<file path="src/rtl/morse_tx_encoder_if.sv">
// Symbol handshake between the upstream symbol source and the Morse keying transmitter.
interface morse_tx_encoder_if;
    logic [5:0] sym_code;
    logic       sym_valid;
    logic       sym_ready;

    modport master (output sym_code, output sym_valid, input sym_ready);
    modport slave  (input sym_code, input sym_valid, output sym_ready);
endinterface

</file>
<file path="src/rtl/morse_tx_encoder.sv">
// Morse keying transmitter: 6-bit symbol codes in, ITU-timed key line out.
// Optional sidetone generator enabled by defining MORSE_TX_SIDETONE_EN.
module morse_tx_encoder #(
    parameter int unsigned UNIT_CYCLES      = 1000,
    parameter int unsigned TONE_HALF_CYCLES = 50
) (
    input  logic                      clk,
    input  logic                      rst_n,
    morse_tx_encoder_if.slave         sym_if,
    output logic                      key_out,
    output logic                      busy,
    output logic                      err,
    output logic                      tone_out
);

    localparam int unsigned CNT_W = $clog2(7 * UNIT_CYCLES);
    localparam logic [CNT_W-1:0] LD_1U = CNT_W'(UNIT_CYCLES - 1);
    localparam logic [CNT_W-1:0] LD_3U = CNT_W'(3 * UNIT_CYCLES - 1);
    localparam logic [CNT_W-1:0] LD_7U = CNT_W'(7 * UNIT_CYCLES - 1);

    if (UNIT_CYCLES < 1 || TONE_HALF_CYCLES < 1) begin : g_param_check
        $error("morse_tx_encoder: UNIT_CYCLES and TONE_HALF_CYCLES must be >= 1");
    end

    typedef enum logic [2:0] {
        S_IDLE,
        S_MARK,
        S_ESPACE,
        S_CGAP,
        S_WGAP
    } state_e;

    // Pattern ROM: {len, pat} with pat left-aligned so the next element is always bit 4 (1 = dash).
    function automatic logic [7:0] sym_rom(input logic [5:0] code);
        logic [7:0] r;
        case (code)
            6'd1:    r = {3'd2, 5'b01000}; // A
            6'd2:    r = {3'd4, 5'b10000}; // B
            6'd3:    r = {3'd4, 5'b10100}; // C
            6'd4:    r = {3'd3, 5'b10000}; // D
            6'd5:    r = {3'd1, 5'b00000}; // E
            6'd6:    r = {3'd4, 5'b00100}; // F
            6'd7:    r = {3'd3, 5'b11000}; // G
            6'd8:    r = {3'd4, 5'b00000}; // H
            6'd9:    r = {3'd2, 5'b00000}; // I
            6'd10:   r = {3'd4, 5'b01110}; // J
            6'd11:   r = {3'd3, 5'b10100}; // K
            6'd12:   r = {3'd4, 5'b01000}; // L
            6'd13:   r = {3'd2, 5'b11000}; // M
            6'd14:   r = {3'd2, 5'b10000}; // N
            6'd15:   r = {3'd3, 5'b11100}; // O
            6'd16:   r = {3'd4, 5'b01100}; // P
            6'd17:   r = {3'd4, 5'b11010}; // Q
            6'd18:   r = {3'd3, 5'b01000}; // R
            6'd19:   r = {3'd3, 5'b00000}; // S
            6'd20:   r = {3'd1, 5'b10000}; // T
            6'd21:   r = {3'd3, 5'b00100}; // U
            6'd22:   r = {3'd4, 5'b00010}; // V
            6'd23:   r = {3'd3, 5'b01100}; // W
            6'd24:   r = {3'd4, 5'b10010}; // X
            6'd25:   r = {3'd4, 5'b10110}; // Y
            6'd26:   r = {3'd4, 5'b11000}; // Z
            6'd27:   r = {3'd5, 5'b11111}; // 0
            6'd28:   r = {3'd5, 5'b01111}; // 1
            6'd29:   r = {3'd5, 5'b00111}; // 2
            6'd30:   r = {3'd5, 5'b00011}; // 3
            6'd31:   r = {3'd5, 5'b00001}; // 4
            6'd32:   r = {3'd5, 5'b00000}; // 5
            6'd33:   r = {3'd5, 5'b10000}; // 6
            6'd34:   r = {3'd5, 5'b11000}; // 7
            6'd35:   r = {3'd5, 5'b11100}; // 8
            6'd36:   r = {3'd5, 5'b11110}; // 9
            default: r = 8'h00;            // word space / invalid: len 0
        endcase
        return r;
    endfunction

    state_e           state_q, state_d;
    logic [CNT_W-1:0] cnt_q, cnt_d;
    logic [4:0]       pat_q, pat_d;
    logic [2:0]       rem_q, rem_d;
    logic             key_q, key_d;
    logic             busy_q, busy_d;
    logic             ready_q, ready_d;
    logic             err_q, err_d;

    logic [7:0]       rom_w;
    logic [2:0]       rom_len;
    logic [4:0]       rom_pat;
    logic             accept;

    assign rom_w   = sym_rom(sym_if.sym_code);
    assign rom_len = rom_w[7:5];
    assign rom_pat = rom_w[4:0];
    assign accept  = sym_if.sym_valid && ready_q;

    // Next-state, element sequencing and interval counter.
    always_comb begin
        state_d = state_q;
        cnt_d   = cnt_q;
        pat_d   = pat_q;
        rem_d   = rem_q;
        err_d   = 1'b0;

        case (state_q)
            S_IDLE: begin
                if (accept) begin
                    if (sym_if.sym_code == 6'd0) begin
                        state_d = S_WGAP;
                        cnt_d   = LD_7U;
                    end else if (rom_len != 3'd0) begin
                        state_d = S_MARK;
                        pat_d   = rom_pat;
                        rem_d   = rom_len;
                        cnt_d   = rom_pat[4] ? LD_3U : LD_1U;
                    end else begin
                        err_d   = 1'b1;
                    end
                end
            end
            S_MARK: begin
                if (cnt_q == '0) begin
                    if (rem_q > 3'd1) begin
                        state_d = S_ESPACE;
                        cnt_d   = LD_1U;
                        pat_d   = {pat_q[3:0], 1'b0};
                        rem_d   = rem_q - 3'd1;
                    end else begin
                        state_d = S_CGAP;
                        cnt_d   = LD_3U;
                    end
                end else begin
                    cnt_d = cnt_q - CNT_W'(1);
                end
            end
            S_ESPACE: begin
                if (cnt_q == '0) begin
                    state_d = S_MARK;
                    cnt_d   = pat_q[4] ? LD_3U : LD_1U;
                end else begin
                    cnt_d = cnt_q - CNT_W'(1);
                end
            end
            S_CGAP, S_WGAP: begin
                if (cnt_q == '0) begin
                    state_d = S_IDLE;
                end else begin
                    cnt_d = cnt_q - CNT_W'(1);
                end
            end
            default: begin
                state_d = S_IDLE;
                cnt_d   = '0;
            end
        endcase

        key_d   = (state_d == S_MARK);
        busy_d  = (state_d != S_IDLE);
        ready_d = (state_d == S_IDLE);
    end

    always_ff @(posedge clk) begin
        if (!rst_n) begin
            state_q <= S_IDLE;
            cnt_q   <= '0;
            pat_q   <= '0;
            rem_q   <= '0;
            key_q   <= 1'b0;
            busy_q  <= 1'b0;
            ready_q <= 1'b1;
            err_q   <= 1'b0;
        end else begin
            state_q <= state_d;
            cnt_q   <= cnt_d;
            pat_q   <= pat_d;
            rem_q   <= rem_d;
            key_q   <= key_d;
            busy_q  <= busy_d;
            ready_q <= ready_d;
            err_q   <= err_d;
        end
    end

    assign sym_if.sym_ready = ready_q;
    assign key_out          = key_q;
    assign busy             = busy_q;
    assign err              = err_q;

`ifdef MORSE_TX_SIDETONE_EN
    localparam int unsigned TD_W = (TONE_HALF_CYCLES > 1) ? $clog2(TONE_HALF_CYCLES) : 1;

    logic [TD_W-1:0] tdiv_q, tdiv_d;
    logic            tone_q, tone_d;

    // Tone starts high with the carrier, toggles every TONE_HALF_CYCLES, forced low between marks.
    always_comb begin
        tdiv_d = '0;
        tone_d = 1'b0;
        if (key_d) begin
            if (!key_q) begin
                tone_d = 1'b1;
            end else if (tdiv_q == TD_W'(TONE_HALF_CYCLES - 1)) begin
                tone_d = ~tone_q;
            end else begin
                tone_d = tone_q;
                tdiv_d = tdiv_q + TD_W'(1);
            end
        end
    end

    always_ff @(posedge clk) begin
        if (!rst_n) begin
            tdiv_q <= '0;
            tone_q <= 1'b0;
        end else begin
            tdiv_q <= tdiv_d;
            tone_q <= tone_d;
        end
    end

    assign tone_out = tone_q;
`else
    assign tone_out = 1'b0;
`endif

endmodule

</file>
<file path="src/flat_wrapper.sv">
// flat-port wrapper written by rule: the top's interface ports become plain ports
module morse_tx_encoder_flat 
#(
    parameter int unsigned UNIT_CYCLES      = 1000,
    parameter int unsigned TONE_HALF_CYCLES = 50
)
  (clk, rst_n, key_out, busy, err, tone_out, sym_if_sym_code, sym_if_sym_valid, sym_if_sym_ready);
  morse_tx_encoder_if sym_if_i ();
  input  logic clk;
  input  logic rst_n;
  output logic key_out;
  output logic busy;
  output logic err;
  output logic tone_out;
  input wire logic [$bits(sym_if_i.sym_code)-1:0] sym_if_sym_code;
  input wire logic [$bits(sym_if_i.sym_valid)-1:0] sym_if_sym_valid;
  output wire logic [$bits(sym_if_i.sym_ready)-1:0] sym_if_sym_ready;
  assign sym_if_i.sym_code = sym_if_sym_code;
  assign sym_if_i.sym_valid = sym_if_sym_valid;
  assign sym_if_sym_ready = sym_if_i.sym_ready;
  morse_tx_encoder #(.UNIT_CYCLES(UNIT_CYCLES), .TONE_HALF_CYCLES(TONE_HALF_CYCLES)) u_core (.clk(clk), .rst_n(rst_n), .sym_if(sym_if_i), .key_out(key_out), .busy(busy), .err(err), .tone_out(tone_out));
endmodule
</file>
<file path="config.mk">
export PLATFORM = sky130hd
export DESIGN_NAME = morse_tx_encoder_flat
export DESIGN_NICKNAME = d
export VERILOG_FILES = /design/src/rtl/morse_tx_encoder_if.sv /design/src/rtl/morse_tx_encoder.sv /design/src/flat_wrapper.sv
export SDC_FILE = /design/constraint.sdc
export NUM_CORES = 1
export LEC_CHECK = 0
export ABC_AREA = 1
export BUFFER_PORTS_ARGS = -buffer_cell sky130_fd_sc_hd__buf_2
export CORE_ASPECT_RATIO = 1.4
export CORE_MARGIN = 2
export CORE_UTILIZATION = 55
export DETAILED_ROUTE_END_ITERATION = 6
export GPL_ROUTABILITY_DRIVEN = 0
export PLACE_DENSITY = 0.77
export SYNTH_ARGS = -nofsm -noshare
export SYNTH_HDL_FRONTEND = slang
export SYNTH_SLANG_ARGS = --single-unit
</file>
<file path="constraint.sdc">
create_clock -name clk -period 2.1 [get_ports clk]
set_input_delay 0.315 -clock clk [delete_from_list [all_inputs] [get_ports clk]]
set_output_delay 0.315 -clock clk [all_outputs]
set_load 0.1 [all_outputs]
</file>
Word level (Yosys, flattened, before mapping):

Memory sizes are Yosys's and may differ from the RTL's.
Cells that the tools add are included.

* flip-flop bits (word level): 28
* memory bits (read-only): 512
* input port bits: 9
* memories: 1

Memories
* (name not given): words 64, bits a word 8, rd ports 1, clocked after memory_dff 0, wr ports 0, line morse_tx_encoder.sv:36 `case (code)`

* add/sub/neg operators: 2
* $lt $le $gt $ge: 1
* equal/unequal tests: 12
* mux-type cells: 31
* bitwise gates (word level): 3
* reductions and logical operators: 12

Operator list (count)
* 13-bit 2-to-1 mux: 6
* 13-bit one-hot mux with 4 select lines: 1
* 12-bit 2-to-1 mux: 3
* 3-bit 2-to-1 mux: 11
* 5-bit 2-to-1 mux: 5
* 13-bit logical NOT: 1
* 13-bit by 1-bit subtractor with 13-bit output (second input constant): 1
* 3-bit one-hot mux with 4 select lines: 1
* 5-bit one-hot mux with 2 select lines: 1
* 2-bit by 1-bit != test with 1-bit output (second input constant): 4
* 3-bit by 1-bit == test with 1-bit output (second input constant): 2
* 3-bit by 2-bit == test with 1-bit output (second input constant): 2
* 3-bit logical NOT: 2
* 6-bit logical NOT: 1
* 3-bit one-hot mux with 2 select lines: 1
* 6-bit AND reduction: 1
* 3-bit nonzero test: 2
* 2-bit != test (second input constant): 2
* 4-bit OR reduction: 1
* 3-bit == test (second input constant): 1
* 3-bit by 1-bit greater-than comparator with 1-bit output (second input constant): 1
* 3-bit by 1-bit != test with 1-bit output (second input constant): 1
* 1-bit NOT: 3
* 3-bit AND reduction: 1
* 5 further kinds: 6

Depth between registers and ports, before layout:

Gate-level depths: netlist (run 1).
An unclocked memory read counts as a cell.

* word-level depth: 7
* mapped depth: 15
* depth with buffers taken out: 15

Least setup slack after synthesis (run 1):

No wires, ideal clock.

* path type: flip-flop to flip-flop
* start: register u_core.ready_q (netlist: u_core.sym_if.sym_ready)
* end: register u_core.cnt_q[4]
* setup time: 0.120 ns
* data arrival time: 1.760 ns
* data required time: 1.980 ns
* path slack: 0.221 ns
* stages on the path, launching flop included: 10
* path buffers: 0
* cells stage by stage: dfxtp_1 nand2_1 nand2_1 o21ai_1 inv_1 nand2_2 nand2_1 inv_2 nand2_1 o21ai_1

* word-level cells in the longest chain between the ends: 3

Ends and longest elaborated chain
* from (decl): line morse_tx_encoder.sv:84 `logic ready_q, ready_d;`
* from (signal assigned): line morse_tx_encoder.sv:179 `ready_q <= ready_d;`
* 1-bit logical AND: line morse_tx_encoder.sv:95 `assign accept = sym_if.sym_valid && ready_q;`
* 2-bit by 1-bit != test with 1-bit output (no source line)
* 3-bit AND reduction (no source line)
* to (signal assigned): line morse_tx_encoder.sv:174 `cnt_q <= cnt_d;`
* to (decl): line morse_tx_encoder.sv:79 `logic [CNT_W-1:0] cnt_q, cnt_d;`

No other way between the ends.
A chain may end at the register's enable or synchronous reset.

Worst setup path after layout (run 1):

* start: register u_core.cnt_q[1]
* end: register u_core.cnt_q[4]

* word-level cells in the longest chain between the ends: 3

Ends and longest elaborated chain
* 13-bit by 1-bit subtractor with 13-bit output / 13-bit logical NOT (equally long branches)
* 13-bit 2-to-1 mux, or another cell as far along: line morse_tx_encoder.sv:145 `if (cnt_q == '0) begin`
* 13-bit one-hot mux with 4 select lines / 3-bit AND reduction (equally long branches)

Several ways; a longest one is shown, not always the timed one. The select of a mux whose other input is x is not followed.

==> results of run 1 <==
-- cells by family after synthesis --
kind of cell | count (synthesis) | synth area share [%]
muxes | 1 | 0.448
adders and majority gates | 10 | 5.60
AOI/OAI and AO/OA | 58 | 14.1
and+or+nand+nor | 208 | 41.7
DFF | 28 | 25.1
other | 1 | 0.168
buffers and inverters | 49 | 9.02
xor gates and xnor gates | 10 | 3.92
-- registers in the layout, indices dropped and copies added (netlist names) --
name,flops
u_core.cnt_q,13
u_core.pat_q,5
u_core.rem_q,3
u_core.state_q,3
u_core.busy,1
u_core.err,1
u_core.key_out,1
u_core.sym_if.sym_ready,1
-- layout by cell type (no fill, tap or decap), drive strengths merged, types with 2 or more instances in the layout --
| master | n |
|---|---|
| a21oi | 20 |
| nor2 | 55 |
| nand3 | 44 |
| xnor2 | 3 |
| o211ai | 4 |
| o22ai | 2 |
| nand4 | 9 |
| buf | 23 |
| o21ai | 30 |
| clkbuf | 3 |
| nand2 | 95 |
| xor2 | 7 |
| dfxtp | 28 |
| inv | 40 |
| ha | 10 |
| nor3 | 4 |
-- final cells by class --
class / count / share of cell area [%]
clock buffers: 3 / 1.68
flip-flops and latches: 28 / 22.8
multi-input cells: 288 / 60.0
repair buffers: 23 / 5.81
inverters: 41 / 6.27
well taps: 43 / 2.19
clock inverters: 1 / 1.22
-- routing by layer --
layer | up-vias | share of wire, % | GRT usage, %
met2 | 88 | 52 | 52.0
met1 | 1133 | 38 | 29.7
met5 | - | 0 | 0
li1 | 1230 | - | -
met3 | 35 | 3.4 | 2.76
met4 | 0 | 6.6 | 18.8
-- repair_timing --
action                                  CTS  global route
endpoints found under the setup margin    0            11
endpoints found under the hold margin     0             0
gates resized for setup                   0             1
-- path summary, 6_finish.rpt --
check	startpoint	end	slack, ns
setup reg to reg	u_core.cnt_q[1]$_SDFFE_PN0P_	u_core.cnt_q[4]$_SDFFE_PN0P_	0.19
hold / removal	rst_n	u_core.pat_q[0]$_SDFFE_PN0P_	0.41
hold reg to reg	u_core.cnt_q[11]$_SDFFE_PN0P_	u_core.cnt_q[11]$_SDFFE_PN0P_	0.49
setup / recovery	u_core.cnt_q[1]$_SDFFE_PN0P_	u_core.cnt_q[4]$_SDFFE_PN0P_	0.19
-- power groups by stage --
stage,registers [mW],clock network (mW),logic [mW]
floorplan,1.00,0,1.68
global placement,0.851,0,2.36
detailed placement,0.853,0,2.39
CTS,0.841,0.432,2.41
global route,0.864,0.453,2.74
finish,0.844,0.425,2.43
-- critical path: cells and delay by family (launching register included) --
kind            cells  cell delay, ns
simple gates        6            0.62
compound gates      3            0.53
flops               1            0.31
fa+ha+maj           1            0.25
buf+inv             1            0.11
==> impl_metrics.env, run 1 <==
export IMPL_fin_skew_ns=0.00448
export IMPL_syn_num_nets=384
export IMPL_fin_setup_tns_ns=0
export IMPL_path_clk_slew_ns=0.10
export IMPL_via_per_inst=5.82
export IMPL_ir_drop_v=0.00104
export IMPL_grtUsageTotal_pct=28.4
export IMPL_max_freq_mhz=523
export IMPL_synth_top_area_share_pct=25.1
export IMPL_design_portCount=14
export IMPL_p_int_mw=1.77
export IMPL_wirelength_mm=6.04
export IMPL_synth_edf_count=0
export IMPL_io_buffers=12
export IMPL_cts_sinks=28
export IMPL_ff2ff_path_depth=11
export IMPL_yosys_cell_count_top_type="nand2_1"
export IMPL_period_share_pct=91.0
export IMPL_dpl_hpwl_mm=4.72
export IMPL_cp_start_kind="flop"
export IMPL_insertion_delay_ns=0.28
export IMPL_finalHoldViolCount=0
export IMPL_finalSetupViolCount=0
export IMPL_p_total_mw=3.70
export IMPL_core_sq_mm=0.00392
export IMPL_yosysWarnings=0
export IMPL_synth_area_sq_mm=0.00223
export IMPL_synth_cell_types=33
export IMPL_whs_ns=0.410
export IMPL_hold_path_depth=3
export IMPL_die_w_um=57.9
export IMPL_syn_to_final_growth_pct=9.97
export IMPL_p_seq_share_pct=22.8
export IMPL_fill_cells=396
export IMPL_path_class="flop to flop"
export IMPL_grt_start_max_net_pins=17
export IMPL_cts_hold_buf=0
export IMPL_power_switching_mw=1.93
export IMPL_status="finished, final reports clean"
export IMPL_ys_seq_area_share_pct=25.1
export IMPL_p_leak_nw=1.22
export IMPL_diodes=0
export IMPL_cts_setup_buffers=0
export IMPL_critPathRequiredTime_ns=2.27
export IMPL_start_util_pct=57.0
export IMPL_synthArstFlopShare_pct=0
export IMPL_cp_max_fo=11
export IMPL_ys_ff_latch=28
export IMPL_rows=27
export IMPL_post_synth_top_area_cell="dfxtp_1"
export IMPL_synth_cells=365
export IMPL_combPwrFrac_pct=65.7
export IMPL_crit_top_cell="nand2_1"
export IMPL_worst_path_max_delay_cell="dfxtp_1"
export IMPL_post_place_cells=423
export IMPL_place_ws_ns=0.0361
export IMPL_grt_pass1_vias=2364
export IMPL_hp_class="input port to flop"
export IMPL_worstPathCellList="inv_1 -> ha_1 -> nand2_1 -> nor2_1 -> nand2_2 -> o21ai_1 -> nand2_1 -> nand2_1 -> nand2_1 -> a21oi_1 -> o21ai_1"
export IMPL_wl_per_cell_um=14.1
export IMPL_synthTopCellsByCount="90 x nand2_1, 51 x nor2_1, 42 x nand3_1, 33 x inv_1, 28 x dfxtp_1"
export IMPL_end_kind="flop"
export IMPL_cts_buffer_depth=2
export IMPL_overflow=0
export IMPL_avgSynthCellArea_sq_um=6.12
export IMPL_num_nets_final=404
export IMPL_final_cell_area_sq_mm=0.00246
export IMPL_cp_data_arrival_time_ns=2.08
export IMPL_powerDensity_mw_per_mm2=1510
export IMPL_power_frac_clock_pct=11.5
export IMPL_drive_gt1_share_pct=13.5
export IMPL_crit_path_max_incr_delay_ns=0.31
export IMPL_dieArea_sq_mm=0.00459
export IMPL_cts_buffers=3
export IMPL_first_iter_violations=216
export IMPL_maxSlewViolCount=0
export IMPL_h_tree_depth=1
export IMPL_grt_pass1_wl_mm=10.2
export IMPL_placed_area_sq_mm=0.00238
export IMPL_synth_area_leaders="dfxtp_1 25%, nand2_1 15%, nand3_1 9.4%"
export IMPL_multi_input_area_sq_mm=0.00147
export IMPL_ant_nets=0
export IMPL_clock_root_buffer="clkbuf_8"
export IMPL_fin_ws_ns=0.188
export IMPL_yosys_most_used_dff="dfxtp_1"
export IMPL_cap_violations=0
export IMPL_fin_util_pct=62.7
export IMPL_rsz0062_at_grt="false"
export IMPL_antenna_found_initial=0
export IMPL_swShare_pct=52.3
export IMPL_first_pass_iters=5
export IMPL_route_detailed_drc=0
export IMPL_stdcell_count=427
export IMPL_fp_dieH_um=79.4
export IMPL_via_count=2486
export IMPL_cts_tree="done"
export IMPL_period_minus_slack_ns=1.91
export IMPL_ff_latch_area_sq_um=561
Note: power is estimated with default switching activity, not from simulation.
==> run 2: changes to the inputs <==
--- a/config.mk
+++ b/config.mk
@@ -10,6 +10,7 @@
 export CORE_ASPECT_RATIO = 1.4
 export CORE_MARGIN = 2
 export CORE_UTILIZATION = 55
+export CTS_BUF_LIST = sky130_fd_sc_hd__clkbuf_4
 export DETAILED_ROUTE_END_ITERATION = 6
 export GPL_ROUTABILITY_DRIVEN = 0
 export PLACE_DENSITY = 0.77
==> impl_metrics.env, run 2 (synthesis results as in run 1) <==
export IMPL_cts_buffers=3
export IMPL_cts_hold_buf=0
export IMPL_grt_pass1_vias=2398
export IMPL_ff_latch_area_sq_um=561
export IMPL_dpl_hpwl_mm=4.72
export IMPL_finalSetupViolCount=0
export IMPL_ant_nets=0
export IMPL_critPathRequiredTime_ns=2.35
export IMPL_end_kind="flop"
export IMPL_min_delay_start="rst_n"
export IMPL_num_nets_final=404
export IMPL_die_w_um=57.9
export IMPL_p_seq_share_pct=23.1
export IMPL_cp_start_kind="flop"
export IMPL_final_common_cell="nand2_1"
export IMPL_grt_pass1_wl_mm=10.3
export IMPL_period_share_pct=91.8
export IMPL_placed_area_sq_mm=0.00238
export IMPL_cts_buffer_depth=2
export IMPL_drive_gt1_share_pct=13.5
export IMPL_max_freq_mhz=519
export IMPL_finalHoldViolCount=0
export IMPL_multi_input_area_sq_mm=0.00147
export IMPL_critPathLaunch="u_core.cnt_q[1]$_SDFFE_PN0P_"
export IMPL_first_iter_violations=221
export IMPL_io_buffers=12
export IMPL_syn_to_final_growth_pct=9.13
export IMPL_fill_cells=400
export IMPL_overflow=0
export IMPL_largestRegisters="u_core.cnt_q: 13 flops, u_core.pat_q: 5 flops"
export IMPL_rows=27
export IMPL_powerDensity_mw_per_mm2=1490
export IMPL_grt_start_max_net_pins=17
export IMPL_final_cell_area_sq_mm=0.00244
export IMPL_fin_util_pct=62.2
export IMPL_wirelength_mm=6.12
export IMPL_insertion_delay_ns=0.34
export IMPL_p_leak_nw=1.21
export IMPL_fin_setup_tns_ns=0
export IMPL_dieArea_sq_mm=0.00459
export IMPL_cp_max_fo=11
export IMPL_rsz0062_at_grt="false"
export IMPL_status="finished, final reports clean"
export IMPL_p_int_mw=1.70
export IMPL_ctsResizeCount=0
export IMPL_cp_data_arrival_time_ns=2.18
export IMPL_fin_ws_ns=0.172
export IMPL_path_clk_slew_ns=0.15
export IMPL_hp_class="input port to flop"
export IMPL_core_sq_mm=0.00392
export IMPL_ir_drop_v=0.00107
export IMPL_power_frac_clock_pct=9.9
export IMPL_top_register="u_core.cnt_q"
export IMPL_grtUsageTotal_pct=28.5
export IMPL_design_portCount=14
export IMPL_largest_reg_flops=13
export IMPL_maxSlewViolCount=0
export IMPL_via_count=2493
export IMPL_h_tree_depth=1
export IMPL_reg2reg_from="u_core.cnt_q[1]$_SDFFE_PN0P_"
export IMPL_via_per_inst=5.84
export IMPL_fin_skew_ns=0.00490
export IMPL_cts_setup_buffers=0
export IMPL_combPwrFrac_pct=67.0
export IMPL_whs_ns=0.330
export IMPL_swShare_pct=53.2
export IMPL_cap_violations=0
export IMPL_wl_per_cell_um=14.3
export IMPL_clock_root_buffer="clkbuf_4"
export IMPL_route_detailed_drc=0
export IMPL_place_ws_ns=0.0361
export IMPL_first_pass_iters=7
export IMPL_cts_tree="done"
export IMPL_path_class="flop to flop"
export IMPL_start_util_pct=57.0
export IMPL_fp_dieH_um=79.4
export IMPL_final_cell_mix="89 x nand2_1, 51 x nor2_1, 42 x nand3_1, 33 x inv_1, 28 x dfxtp_1"
export IMPL_period_minus_slack_ns=1.93
export IMPL_cts_sinks=28
export IMPL_power_switching_mw=1.93
export IMPL_antenna_found_initial=0
export IMPL_diodes=0
run 2: changes by cell type in the layout (fill, tap and decap cells not counted):
| cell | change |
|---|---|
| clkbuf_8 | -3 |
| clkbuf_4 | +3 |
run 2: routing by layer:
layer	vias to the layer above	wire, um	track usage [%]
met4	0	328	20.0
met3	27	314	3.08
met1	1123	2280	29.6
met5	-	0	0
li1	1233	-	-
met2	110	3200	51.6
run 2: power groups by stage:
stage / registers (mW) / clock network [mW] / logic [mW]
detailed placement: 0.853 / 0 / 2.39
global route: 0.863 / 0.386 / 2.75
global placement: 0.851 / 0 / 2.36
floorplan: 1.00 / 0 / 1.68
CTS: 0.839 / 0.364 / 2.41
finish: 0.841 / 0.362 / 2.44
run 2: final timing paths:
kind	to	slack, ns	depth (start not counted)
worst min-delay path	u_core.pat_q[0]$_SDFFE_PN0P_	0.33	3
worst max-delay path	u_core.cnt_q[4]$_SDFFE_PN0P_	0.17	11
worst max register to register	u_core.cnt_q[4]$_SDFFE_PN0P_	0.17	11
worst min register to register	u_core.cnt_q[11]$_SDFFE_PN0P_	0.50	2
run 2: per-stage QoR:
step	power [mW]	instances
finish	3.64	427
global route	3.99	427
CTS	3.62	427
detailed placement	3.25	423
global placement	3.21	423
floorplan	2.69	365
run 2: area by class of cell:
type                       instances  share of cell area [%]
sequential                        28                    23.0
tap                               43                    2.21
timing repair buffer              23                    5.85
inverter                          41                    6.31
clock inverter                     1                    1.23
clock buffer                       3                   0.924
multi-input combinational        288                    60.5
run 2: worst max-delay path: stages (launching register included):
cell     delay, ns
dfxtp_1       0.33
inv_1         0.11
ha_1          0.25
nand2_1       0.10
nor2_1        0.12
nand2_2       0.16
o21ai_1       0.32
nand2_1       0.10
nand2_1       0.07
nand2_1       0.07
a21oi_1       0.15
o21ai_1       0.07
